==> src/rtl/shifter_pkg.sv <==
// Shared mode encodings and decode helpers for the pipelined barrel shifter.
package shifter_pkg;

  localparam logic [2:0] ALU_SRA = 3'b000;
  localparam logic [2:0] ALU_SLA = 3'b001;
  localparam logic [2:0] ALU_SRL = 3'b010;
  localparam logic [2:0] ALU_SLL = 3'b011;
  localparam logic [2:0] ALU_ROR = 3'b100;
  localparam logic [2:0] ALU_ROL = 3'b101;

  // 110/111 alias the rotates, so bit 0 alone selects the direction.
  function automatic logic is_left(input logic [2:0] aluc);
    return aluc[0];
  endfunction

  function automatic logic is_rotate(input logic [2:0] aluc);
    return aluc[2];
  endfunction

  function automatic logic is_arith(input logic [2:0] aluc);
    return aluc == ALU_SRA;
  endfunction

endpackage

==> src/rtl/shift_stage.sv <==
// One log2 shift layer: conditional shift/rotate by SH, carry update, and a
// stage register that holds while its advance enable is low.
module shift_stage
  import shifter_pkg::*;
#(
  parameter int unsigned  WIDTH = 32,
  parameter int unsigned  SH    = 1,
  localparam int unsigned SHW   = $clog2(WIDTH),
  localparam int unsigned K     = $clog2(SH)
) (
  input  logic             clk,
  input  logic             rst,
  input  logic             en,
  input  logic             in_valid,
  input  logic [WIDTH-1:0] in_data,
  input  logic [SHW-1:0]   in_b,
  input  logic [2:0]       in_aluc,
  input  logic             in_carry,
  output logic             out_valid,
  output logic [WIDTH-1:0] out_data,
  output logic [SHW-1:0]   out_b,
  output logic [2:0]       out_aluc,
  output logic             out_carry
);

  logic             valid_d, valid_q;
  logic [WIDTH-1:0] data_d, data_q;
  logic [SHW-1:0]   b_d, b_q;
  logic [2:0]       aluc_d, aluc_q;
  logic             carry_d, carry_q;

  // Carry tracks the bit that leaves the word last; rotates never report one.
  always_comb begin
    valid_d = in_valid;
    data_d  = in_data;
    b_d     = in_b;
    aluc_d  = in_aluc;
    carry_d = in_carry;
    if (in_b[K]) begin
      if (is_rotate(in_aluc)) begin
        carry_d = 1'b0;
        data_d  = is_left(in_aluc)
                ? {in_data[WIDTH-SH-1:0], in_data[WIDTH-1:WIDTH-SH]}
                : {in_data[SH-1:0], in_data[WIDTH-1:SH]};
      end else if (is_left(in_aluc)) begin
        data_d  = in_data << SH;
        carry_d = in_data[WIDTH-SH];
      end else begin
        data_d  = is_arith(in_aluc) ? WIDTH'($signed(in_data) >>> SH)
                                    : (in_data >> SH);
        carry_d = in_data[SH-1];
      end
    end
  end

  always_ff @(posedge clk or posedge rst) begin
    if (rst) begin
      valid_q <= 1'b0;
      data_q  <= '0;
      b_q     <= '0;
      aluc_q  <= '0;
      carry_q <= 1'b0;
    end else if (en) begin
      valid_q <= valid_d;
      data_q  <= data_d;
      b_q     <= b_d;
      aluc_q  <= aluc_d;
      carry_q <= carry_d;
    end
  end

  assign out_valid = valid_q;
  assign out_data  = data_q;
  assign out_b     = b_q;
  assign out_aluc  = aluc_q;
  assign out_carry = carry_q;

endmodule

==> src/rtl/barrel_shifter_pipe.sv <==
// Pipelined barrel shifter: one registered stage per shift layer, with a
// valid/ready advance chain that sustains one operation per cycle.
module barrel_shifter_pipe
  import shifter_pkg::*;
#(
  parameter int unsigned  WIDTH = 32,
  localparam int unsigned SHW   = $clog2(WIDTH)
) (
  input  logic             clk,
  input  logic             rst,
  input  logic             in_valid,
  output logic             in_ready,
  input  logic [WIDTH-1:0] a,
  input  logic [SHW-1:0]   b,
  input  logic [2:0]       aluc,
  output logic             out_valid,
  input  logic             out_ready,
  output logic [WIDTH-1:0] c,
  output logic             carry
);

  localparam int unsigned L = SHW;

  // Index 0 is the operand port; index k+1 is the output of stage k.
  logic [L:0]            stg_valid;
  logic [L:0][WIDTH-1:0] stg_data;
  logic [L:0][SHW-1:0]   stg_b;
  logic [L:0][2:0]       stg_aluc;
  logic [L:0]            stg_carry;
  logic [L-1:0]          adv;
  logic                  unused_tail;

  assign stg_valid[0] = in_valid;
  assign stg_data[0]  = a;
  assign stg_b[0]     = b;
  assign stg_aluc[0]  = aluc;
  assign stg_carry[0] = 1'b0;

  for (genvar k = 0; k < L; k++) begin : g_stage
    // A stage moves if the consumer takes a result or any stage from here
    // to the output is empty.
    assign adv[k] = out_ready || !(&stg_valid[L:k+1]);

    shift_stage #(
      .WIDTH (WIDTH),
      .SH    (32'(1) << k)
    ) u_stage (
      .clk       (clk),
      .rst       (rst),
      .en        (adv[k]),
      .in_valid  (stg_valid[k]),
      .in_data   (stg_data[k]),
      .in_b      (stg_b[k]),
      .in_aluc   (stg_aluc[k]),
      .in_carry  (stg_carry[k]),
      .out_valid (stg_valid[k+1]),
      .out_data  (stg_data[k+1]),
      .out_b     (stg_b[k+1]),
      .out_aluc  (stg_aluc[k+1]),
      .out_carry (stg_carry[k+1])
    );
  end

  assign in_ready    = adv[0];
  assign out_valid   = stg_valid[L];
  assign c           = stg_data[L];
  assign carry       = stg_carry[L];
  assign unused_tail = ^{stg_b[L], stg_aluc[L]};

endmodule
==> config.mk <==
export PLATFORM = sky130hd
export DESIGN_NAME = barrel_shifter_pipe
export DESIGN_NICKNAME = d
export VERILOG_FILES = /design/src/rtl/shifter_pkg.sv /design/src/rtl/shift_stage.sv /design/src/rtl/barrel_shifter_pipe.sv
export SDC_FILE = /design/constraint.sdc
export NUM_CORES = 1
export LEC_CHECK = 0
export ABC_AREA = 1
export CAP_MARGIN = 20
export CORE_UTILIZATION = 60
export CTS_CLUSTER_SIZE = 25
export DETAILED_ROUTE_END_ITERATION = 7
export PLACE_DENSITY = 0.81
export SLEW_MARGIN = 20
export SYNTH_ARGS = -nofsm -noshare
export SYNTH_HDL_FRONTEND = slang
export SYNTH_HIERARCHICAL = 1
export SYNTH_SLANG_ARGS = --single-unit
==> constraint.sdc <==
create_clock -name clk -period 2.4 [get_ports clk]
set_input_delay 0.36 -clock clk [delete_from_list [all_inputs] [get_ports clk]]
set_output_delay 0.36 -clock clk [all_outputs]
set_load 0.01 [all_outputs]
Yosys cells after proc, flatten, opt, wreduce, memory -nomap -nowiden:

Cells that the tools add are included.

* flip-flop bits (word level): 202
* output and inout port bits: 35
* word-level logic and storage cells: 81

* muxes and demuxes: 39
* reduce and logical (&&, ||, !) cells: 19

Operators by type and width (count)
* $mux 32: 24
* $logic_not 3->1: 5
* $mux 1: 15
* $logic_not 1->1: 5
* $logic_or 1x1->1: 5
* $reduce_and 5->1: 1
* $reduce_and 4->1: 1
* $reduce_and 3->1: 1
* $reduce_and 2->1: 1

Logic depth before layout (Yosys ltp):

* word-level depth: 5
* depth in mapped cells: 9
* depth with buffers taken out: 7

By module:

Netlist, hierarchy kept.

By module, submodules not included
* shift_stage at g_stage[0].u_stage: times used 1, cells an instance 296, area an instance 2444.8 um^2, seq. area each 1051.0 um^2
* shift_stage at g_stage[1].u_stage: times used 1, cells an instance 299, area an instance 2274.7 um^2, seq. area each 1051.0 um^2
* shift_stage at g_stage[3].u_stage: times used 1, cells an instance 301, area an instance 2272.2 um^2, seq. area each 1051.0 um^2
* shift_stage at g_stage[2].u_stage: times used 1, cells an instance 305, area an instance 2259.7 um^2, seq. area each 1051.0 um^2
* shift_stage at g_stage[4].u_stage: times used 1, cells an instance 280, area an instance 2093.3 um^2, seq. area each 1051.0 um^2
* barrel_shifter_pipe: times used 1, cells an instance 12, area an instance 51.3 um^2, seq. area each 0.0 um^2

Least setup slack after synthesis:

Ideal clock, no wire load.

* path type: register to register
* start: register g_stage[4].u_stage.valid_q
* end: register g_stage[0].u_stage.data_q[10]
* arrival: 1387 ps
* required time: 2273 ps
* slack: 886 ps
* cell stages (with the launch flop): 10
* buffers on the path: 2
* period minus slack after synthesis: 1514 ps
* path through: dfrtp_1 > nand2_1 > nor2_2 > nand3_1 > nand2_2 > inv_2 > buf_6 > buf_12 > nand3_2 > o211ai_2

* word-level cells in the longest chain between the ends: 3

Ends and longest elaborated chain
* start, declared: RTL line shift_stage.sv:26 `logic valid_d, valid_q;`
* start signal, assigned: RTL line shift_stage.sv:64 `valid_q <= valid_d;`
* $reduce_and 5->1: RTL line barrel_shifter_pipe.sv:42 `assign adv[k] = out_ready || !(&stg_valid[L:k+1]);`
* $logic_not 1->1: RTL line barrel_shifter_pipe.sv:42
* $logic_or 1x1->1: RTL line barrel_shifter_pipe.sv:42
* named net in_ready: RTL line barrel_shifter_pipe.sv:12 `output logic in_ready,`
* end signal, assigned: RTL line shift_stage.sv:65 `data_q <= data_d;`
* end, declared: RTL line shift_stage.sv:27 `logic [WIDTH-1:0] data_d, data_q;`

The timed path passes the listed nets, and every way through them passes these cells.
A chain may end at the register's enable or synchronous reset.

Worst setup path in the final report:

* start: register g_stage[4].u_stage.valid_q
* end: output port in_ready

* word-level cells in the longest chain between the ends: 3

Ends and longest elaborated chain (RTL line)
* $reduce_and 5->1: barrel_shifter_pipe.sv:42
* $logic_not 1->1: barrel_shifter_pipe.sv:42
* $logic_or 1x1->1: barrel_shifter_pipe.sv:42
* end, declared: barrel_shifter_pipe.sv:12

No other way between the ends.

==> results.sh <==
export IMPL_worst_pin_slew_ns=0.7203
export IMPL_clock_skew_ns=0.009686
export IMPL_fin_setup_tns_ns=0
export IMPL_worstPathArrival_ns=1.71
export IMPL_maxCapViolations=0
export IMPL_placement_io_buffers=78
export IMPL_vias_per_cell=5.654
export IMPL_fin_util_pct=69.18
export IMPL_cts_buffer_depth=2
export IMPL_rsz0062_at_grt="false"
export IMPL_outcome="finished clean"
export IMPL_route_detailed_drc=0
export IMPL_start_util_pct=61.80
export IMPL_initialDrtViolationCount=764
export IMPL_fmax_mhz=483.5
export IMPL_critPathCaptureType="output port"
export IMPL_report_final_slew_viol_count=0
export IMPL_syn_instance_count=1427
export IMPL_die_w_um=135.9
export IMPL_rows=48
export IMPL_grt_pass1_vias=9018
export IMPL_synth_area_per_cell_um2=7.543
export IMPL_grt_pass1_wl_um=44170
export IMPL_critPathLaunch="g_stage[4].u_stage/out_valid"
export IMPL_rrSetupSlack_ns=0.61
export IMPL_root_buffer="clkbuf_16"
export IMPL_drt_wl_total_um=25880
export IMPL_ctsResizeCount=0
export IMPL_final_cell_mix="520 x nand2_1, 192 x dfrtp_1, 133 x nand3_1"
export IMPL_dieArea_um2=18480
export IMPL_vias=9573
export IMPL_yosys_warnings=6
export IMPL_r2r_start="g_stage[2].u_stage/out_b[3]"
export IMPL_die_y_um=135.9
export IMPL_cts_tree="built"
export IMPL_diodes=0
export IMPL_core_um2=17420
export IMPL_wl_per_cell_um=15.29
export IMPL_min_period_ns=2.068
export IMPL_p_leak_nw=5.787
export IMPL_clock_latency_ns=0.43
export IMPL_cts_setup_buffers=0
export IMPL_cp_required_ns=2.04
export IMPL_drive_gt1_share_pct=8.447
export IMPL_top_level_ports=79
export IMPL_gp_congestion=0.8989
export IMPL_fin_crit_sh_pct=86.18
export IMPL_clk_pin_slew_ns=0.07
export IMPL_drtPass1Iterations=5
export IMPL_ctsHoldBuffers=0
export IMPL_gr_total_overflow=0
export IMPL_maxSlewHeadroom_pct=51.91
export IMPL_power_density_nw_per_um2=899.9
export IMPL_cts_buffers=17
export IMPL_start_kind="flip-flop"
export IMPL_finalNetCount=1499
export IMPL_ir_drop_mv=0.5904
export IMPL_hp_class="in -> async"
export IMPL_hold_viol_final=0
export IMPL_areaGrowthSynthToFinish_pct=11.94
export IMPL_grt_max_degree=48
export IMPL_htree_levels=4
export IMPL_crit_type="reg -> out"
export IMPL_dp_final_hpwl_um=18310
export IMPL_setup_viol=0
export IMPL_syn_num_nets=1471
export IMPL_crit_fanout=5
export IMPL_layout_commonest_cell="nand2_1"
export IMPL_postRouteAntennaNets=0
export IMPL_cts_sinks=192
export IMPL_antenna_found_initial=0
export IMPL_syn_area_um2=10760
export IMPL_grt_util_all_layers_pct=29.95
==> worst max-delay path, stage by stage (launching register included) <==
cell             delay [ns]
dfrtp_1                0.42
nand2_1                0.09
nor2_2                 0.12
nand3_1                0.12
clkdlybuf4s50_1        0.53
==> sequential cells by signal, indices dropped and copies added (netlist names) <==
register / flops
g_stage.u_stage/out_carry: 5
g_stage.u_stage/out_aluc: 12
g_stage.u_stage/out_valid: 5
g_stage.u_stage/out_b: 10
g_stage.u_stage/out_data: 160
==> layer usage <==
metal	wire [um]	GRT usage (%)
met5	0	0
met4	726	12.16
met3	1135	3.878
met2	12930	51.36
met1	11090	38.30
==> per-stage QoR <==
step | power [W] | instances | hold WS (ns) | worst slack, ns | cell area [um2]
after global placement | 0.007764 | 1661 | 0.4575 | 0.3084 | 11420
final | 0.01084 | 1693 | 0.4536 | 0.3316 | 12050
after detailed placement | 0.007861 | 1661 | 0.4627 | 0.2401 | 11420
after global routing | 0.01147 | 1693 | 0.4909 | 0.1954 | 12050
after floorplan | 0.006662 | 1427 | 0.4422 | 0.8895 | 10760
after CTS | 0.01085 | 1693 | 0.4568 | 0.3073 | 12050
==> path summary, 6_finish.rpt <==
path                                                    to  cells after the start
max                                               in_ready                      4
min                           g_stage[4].u_stage/out_valid                      3
max reg2reg                g_stage[3].u_stage/out_data[23]                      4
min reg2reg                g_stage[4].u_stage/out_data[31]                      2
max in group asynchronous   g_stage[0].u_stage/out_data[9]                      3
min in group clk               g_stage[0].u_stage/out_b[1]                      3
==> final cells by class <==
class	instances	area [um2]
flip-flops and latches	192	4805
repair buffers	100	996.0
clock buffers	21	480.5
fillers	1492	5368
well taps	225	281.5
multi-input cells	997	4781
clock inverters	11	152.6
inverters	147	553.0
==> where the power goes <==
| part | internal, W | leakage (nW) | switching, W |
|---|---|---|---|
| Sequential | 0.00403 | 2.30 | 0.000729 |
| Clock | 0.00176 | 0.302 | 0.00124 |
| Combinational | 0.00135 | 3.19 | 0.00175 |
No activity file was read; power rests on OpenSTA's default activity.
==> edit 1: new RTL, same settings <==
`WIDTH` is set to 32 in 2 places; all go to 64.
--- a/src/rtl/shift_stage.sv
+++ b/src/rtl/shift_stage.sv
@@ -3,7 +3,7 @@
 module shift_stage
   import shifter_pkg::*;
 #(
-  parameter int unsigned  WIDTH = 32,
+  parameter int unsigned  WIDTH = 64,
   parameter int unsigned  SH    = 1,
   localparam int unsigned SHW   = $clog2(WIDTH),
   localparam int unsigned K     = $clog2(SH)
--- a/src/rtl/barrel_shifter_pipe.sv
+++ b/src/rtl/barrel_shifter_pipe.sv
@@ -3,7 +3,7 @@
 module barrel_shifter_pipe
   import shifter_pkg::*;
 #(
-  parameter int unsigned  WIDTH = 32,
+  parameter int unsigned  WIDTH = 64,
   localparam int unsigned SHW   = $clog2(WIDTH)
 ) (
   input  logic             clk,
Interface: changed (resized a, b and c); port bits go from 79 to 144. The function was not compared with the original's and may differ.
==> edit 1 against the unedited design <==
Area after synthesis is 130% higher. Via count is 130% higher. Highest routed layer unchanged. Worst setup slack worse by 0.14 ns. Fmax is 6.3% lower. Sequential cell count is 234 higher. Routed wire length grew to 2.8 times the old value. Total power is 130% higher. Cell area is 130% higher. Global-route usage is 5.7 points higher. Register-to-register slack worse by 0.22 ns.
==> edit 1: results (changes against the unedited design) <==
- Status: completed
- Worst VDD drop: 0.5272 mV (-11%)
- Clk pin slew, worst setup/hold paths: 0.06 ns
- Resize count post-CTS: 1 (+1)
- Syn Nets: 3267 (+120%)
- Crit-path max cell delay: 0.43 ns (-0.10 ns)
- Largest register FFs: 384 (+140%)
- Worst hold path class: in -> reg
- Signal arrival time at the worst endpoint: 1.85 ns (+0.14 ns)
- Slew margin rel.: 0.4416 (-0.07751)
- Worst skew pair latency: 0.61 ns (+0.18 ns)
- Buffers added on ports: 143 (+83%)
- Setup Fix Bufs, Post-CTS: 0 (unchanged)
- Clk buf depth: 3 (+1)
- Largest net degree at the start of global routing: 77 (+60%)
- Clock Skews: 0.02341 ns (+0.01373 ns)
- Critical-path top delay cell: dfrtp_1
- Top cell family by delay on the critical path: simple AND/OR/NAND/NOR gates
- Number of antenna violations at the first check in global routing: 0 (unchanged)
- LEAKAGE: 12.96 nW (+120%)
- Fillers: 3317 (+120%)
- Via density: 5.878 (+3.9%)
- Yosys warnings: 6 (unchanged)
- Diode count: 0 (unchanged)
- Avg WL per Cell: 18.87 um (+23%)
- H-tree depth: 2 (-2)
- Share of layout cells above drive strength 1: 0.1064 (+0.02193)
- GP Congestion: 0.9950 (+11%)
- DR pass1 iterations: 5 (unchanged)
- GRT Util Overall: 0.3562 (+0.05672)
- Clock Tree Root: clkbuf_16
- Number of global-route vias before repair: 21980 (+140%)
- CP max FO: 5 (unchanged)
- Iter 0 DRT Violations: 2132 (+180%)
- CTS buffer count: 47 (+30)
- First-pass GRT wire length: 117200 um (+170%)
- Post-DP Area: 25880 sq um (+130%)
- DP Wirelength: 51970 um (+180%)
-- edit 1: where the power goes --
part	switching, mW	total, mW	internal [mW]
clock	3.01	7.27	4.26
sequential	1.86	10.8	8.89
combinational	4.16	7.17	3.00
total	9.03	25.2	16.2
-- edit 1: layout make-up --
class,count,area [sq um],share of cell area
multi-input combinational,2221,10960,0.3997
sequential,426,10670,0.3889
timing repair buffer,232,2406,0.08772
clock buffer,77,1420,0.05177
inverter,313,1186,0.04324
tap,525,656.9,0.02395
clock inverter,11,128.9,0.004698
-- edit 1: metal layers --
metal / vias to the layer above / global-route usage / wire, um
li1: 10490 / - / -
met5: - / 0 / 0
met3: 236 / 0.05050 / 4103
met1: 10700 / 0.4403 / 28380
met4: 0 / 0.2068 / 4513
met2: 941 / 0.5971 / 34800
-- edit 1: final timing paths --
| path | slack, ns | to | from | cells past startpoint |
|---|---|---|---|---|
| worst max-delay path | 0.19 | in_ready | g_stage[4].u_stage/out_valid$_DFFE_PP0P_ | 4 |
| worst min-delay path | 0.29 | g_stage[0].u_stage/out_aluc[0]$_DFFE_PP0P_ | aluc[0] | 3 |
| worst max register to register | 0.39 | g_stage[0].u_stage/out_data[26]$_DFFE_PP0P_ | g_stage[4].u_stage/out_valid$_DFFE_PP0P_ | 9 |
| worst min register to register | 0.48 | g_stage[5].u_stage/out_data[39]$_DFFE_PP0P_ | g_stage[5].u_stage/out_data[39]$_DFFE_PP0P_ | 2 |
| max in group asynchronous | 1.39 | g_stage[0].u_stage/out_data[1]$_DFFE_PP0P_ | rst | 4 |
| min in group asynchronous | 0.33 | g_stage[3].u_stage/out_data[21]$_DFFE_PP0P_ | rst | 2 |
-- edit 1: stage by stage --
step	power [mW]	hold WS (ns)	instances	setup slack, ns
2_1_floorplan	14.78	0.4422	3190	0.1584
4_1_cts	25.16	0.2739	3805	0.1840
6_report	25.19	0.2903	3805	0.1928
3_5_place_dp	17.88	0.4658	3717	0.09378
3_3_place_gp	17.68	0.4595	3717	0.1780
5_1_grt	26.50	0.3286	3805	0.09533
-- edit 1: worst register-to-register path: stages (launching register included) --
cell      delay [ns]
dfrtp_1         0.43
nand2_1         0.09
nor2_2          0.20
nand3_1         0.19
buf_4           0.21
buf_4           0.17
inv_2           0.07
buf_12          0.27
nand2_1         0.18
o211ai_1        0.12
==> edit 2: new RTL, same flow settings <==
Made on the original files. Make the reset (`rst`) synchronous in one clocked block.
--- a/src/rtl/shift_stage.sv
+++ b/src/rtl/shift_stage.sv
@@ -53,7 +53,7 @@
     end
   end
 
-  always_ff @(posedge clk or posedge rst) begin
+  always_ff @(posedge clk) begin
     if (rst) begin
       valid_q <= 1'b0;
       data_q  <= '0;
Function: changed (Yosys sat finds a counterexample within 10 cycles, from zero or initial values and one cycle with rst high; the reset may be asserted at any time).
==> edit 2 against the unedited design <==
Cell area is 7.3% lower. Routed wire length is 11% higher. Worst setup slack worse by 0.068 ns. Global-route usage is 3.3 points higher. Sequential cell count stayed put. Count of clock-buffer cells in the layout is 4 lower. Area after synthesis is 6.5% lower.
Power is not compared: it rests on default switching activity, and its combinational part moved more than twofold at a synthesized area within 25%.
==> edit 2: results (changes against the unedited design) <==
- Buffers added on ports: 78 (unchanged)
- Status: completed
- Flop pwr share: 0.490
- Number of global-route vias before repair: 9110 (+1.0%)
- Via density: 6.051 (+7.0%)
- Internal power: 5.147 mW
- Min-Delay Path Depth: 2
- Hold endpoint: g_stage[4].u_stage/out_carry$_SDFFE_PP0P_
- R2R setup slack: 0.59 ns (-0.02 ns)
- LEAKAGE: 4.193 nW
- Slew margin rel.: 0.4481 (-0.07104)
- Worst hold path class: in -> reg
- Clock Tree Root: clkbuf_16
- Yosys warnings: 6 (unchanged)
- Fillers: 1411 (-5.4%)
- CTS buffer count: 17 (unchanged)
- Met2 usage: 0.4979 (-0.01566)
- Worst skew pair latency: 0.44 ns
- RR Endpoint: g_stage[0].u_stage/out_data[23]$_SDFFE_PP0P_
- Met3 Use GR: 0.06404 (+0.02527)
- Setup Fix Bufs, Post-CTS: 0 (unchanged)
- DR pass1 iterations: 6 (+1)
- Tmin final: 2.136 ns (+0.06761 ns)
- Signal arrival time at the worst endpoint: 1.78 ns (+0.07 ns)
- FF-to-FF path depth: 9 (+5)
- Number of clock sinks: 192 (unchanged)
- GRT Util Overall: 0.3326 (+0.03317)
- CP Launch Point: g_stage[4].u_stage/out_valid$_SDFFE_PP0P_
- CP max FO: 5 (unchanged)
- DP Wirelength: 19660 um (+7.3%)
- Hold Startpoint: rst
- H-tree depth: 4 (unchanged)
- Clk buf depth: 2 (unchanged)
- Clock Skews: 0.01111 ns (+0.001428 ns)
- Die area: 17300 sq um (-6.4%)
- Resize count post-CTS: 0 (unchanged)
- Largest net degree at the start of global routing: 47 (-2.1%)
- Clk pin slew, worst setup/hold paths: 0.07 ns (about the same)
- Avg WL per Cell: 16.89 um (+10%)
- Iter 0 DRT Violations: 1252 (+64%)
- Pre-CTS WS: 0.2730 ns (+0.03293 ns)
- Critical-path top delay cell: clkdlybuf4s50_1
- Metal-1 WL: 12710 um (+15%)
- Top cell family by delay on the critical path: buffers and inverters
- Grt met1 use: 0.4794 (+0.09634)
- GP Congestion: 0.9102 (+1.3%)
- Gate power share: 0.108
- Share of layout cells above drive strength 1: 0.07713 (-0.007339)
- Syn Nets: 1515 (+3.0%)
- First-pass GRT wire length: 47260 um (+7.0%)
- WL met2: 12610 um (-2.5%)
- WL met3: 2894 um (+150%)
- Max Used Layer: met4
-- edit 2: cell types whose count changed in the layout (fill, tap and decap cells not counted), moves of 108 or more --
| cell | before | now |
|---|---|---|
| o21ai_0 | 54 | 211 |
| a21oi_1 | 59 | 259 |
| nand2_1 | 520 | 199 |
| nor2_1 | 75 | 183 |
| dfrtp_1 | 192 | 0 |
| dfxtp_1 | 0 | 192 |
-- edit 2: final cells by class --
class	count	share of cell area
flip-flops and latches	192	0.3440
clock inverters	15	0.01489
multi-input cells	1054	0.4515
clock buffers	17	0.03807
inverters	107	0.03796
repair buffers	106	0.08936
well taps	216	0.02419
-- edit 2: through the flow --
step | cell area (sq um) | cells | hold WS, ns | util
after global routing | 11170 | 1707 | 0.3953 | 0.6933
after global placement | 10580 | 1675 | 0.4567 | 0.6566
after detailed placement | 10580 | 1675 | 0.4577 | 0.6566
after CTS | 11170 | 1707 | 0.3755 | 0.6933
final | 11170 | 1707 | 0.3957 | 0.6933
after floorplan | 10070 | 1471 | 0.4291 | -
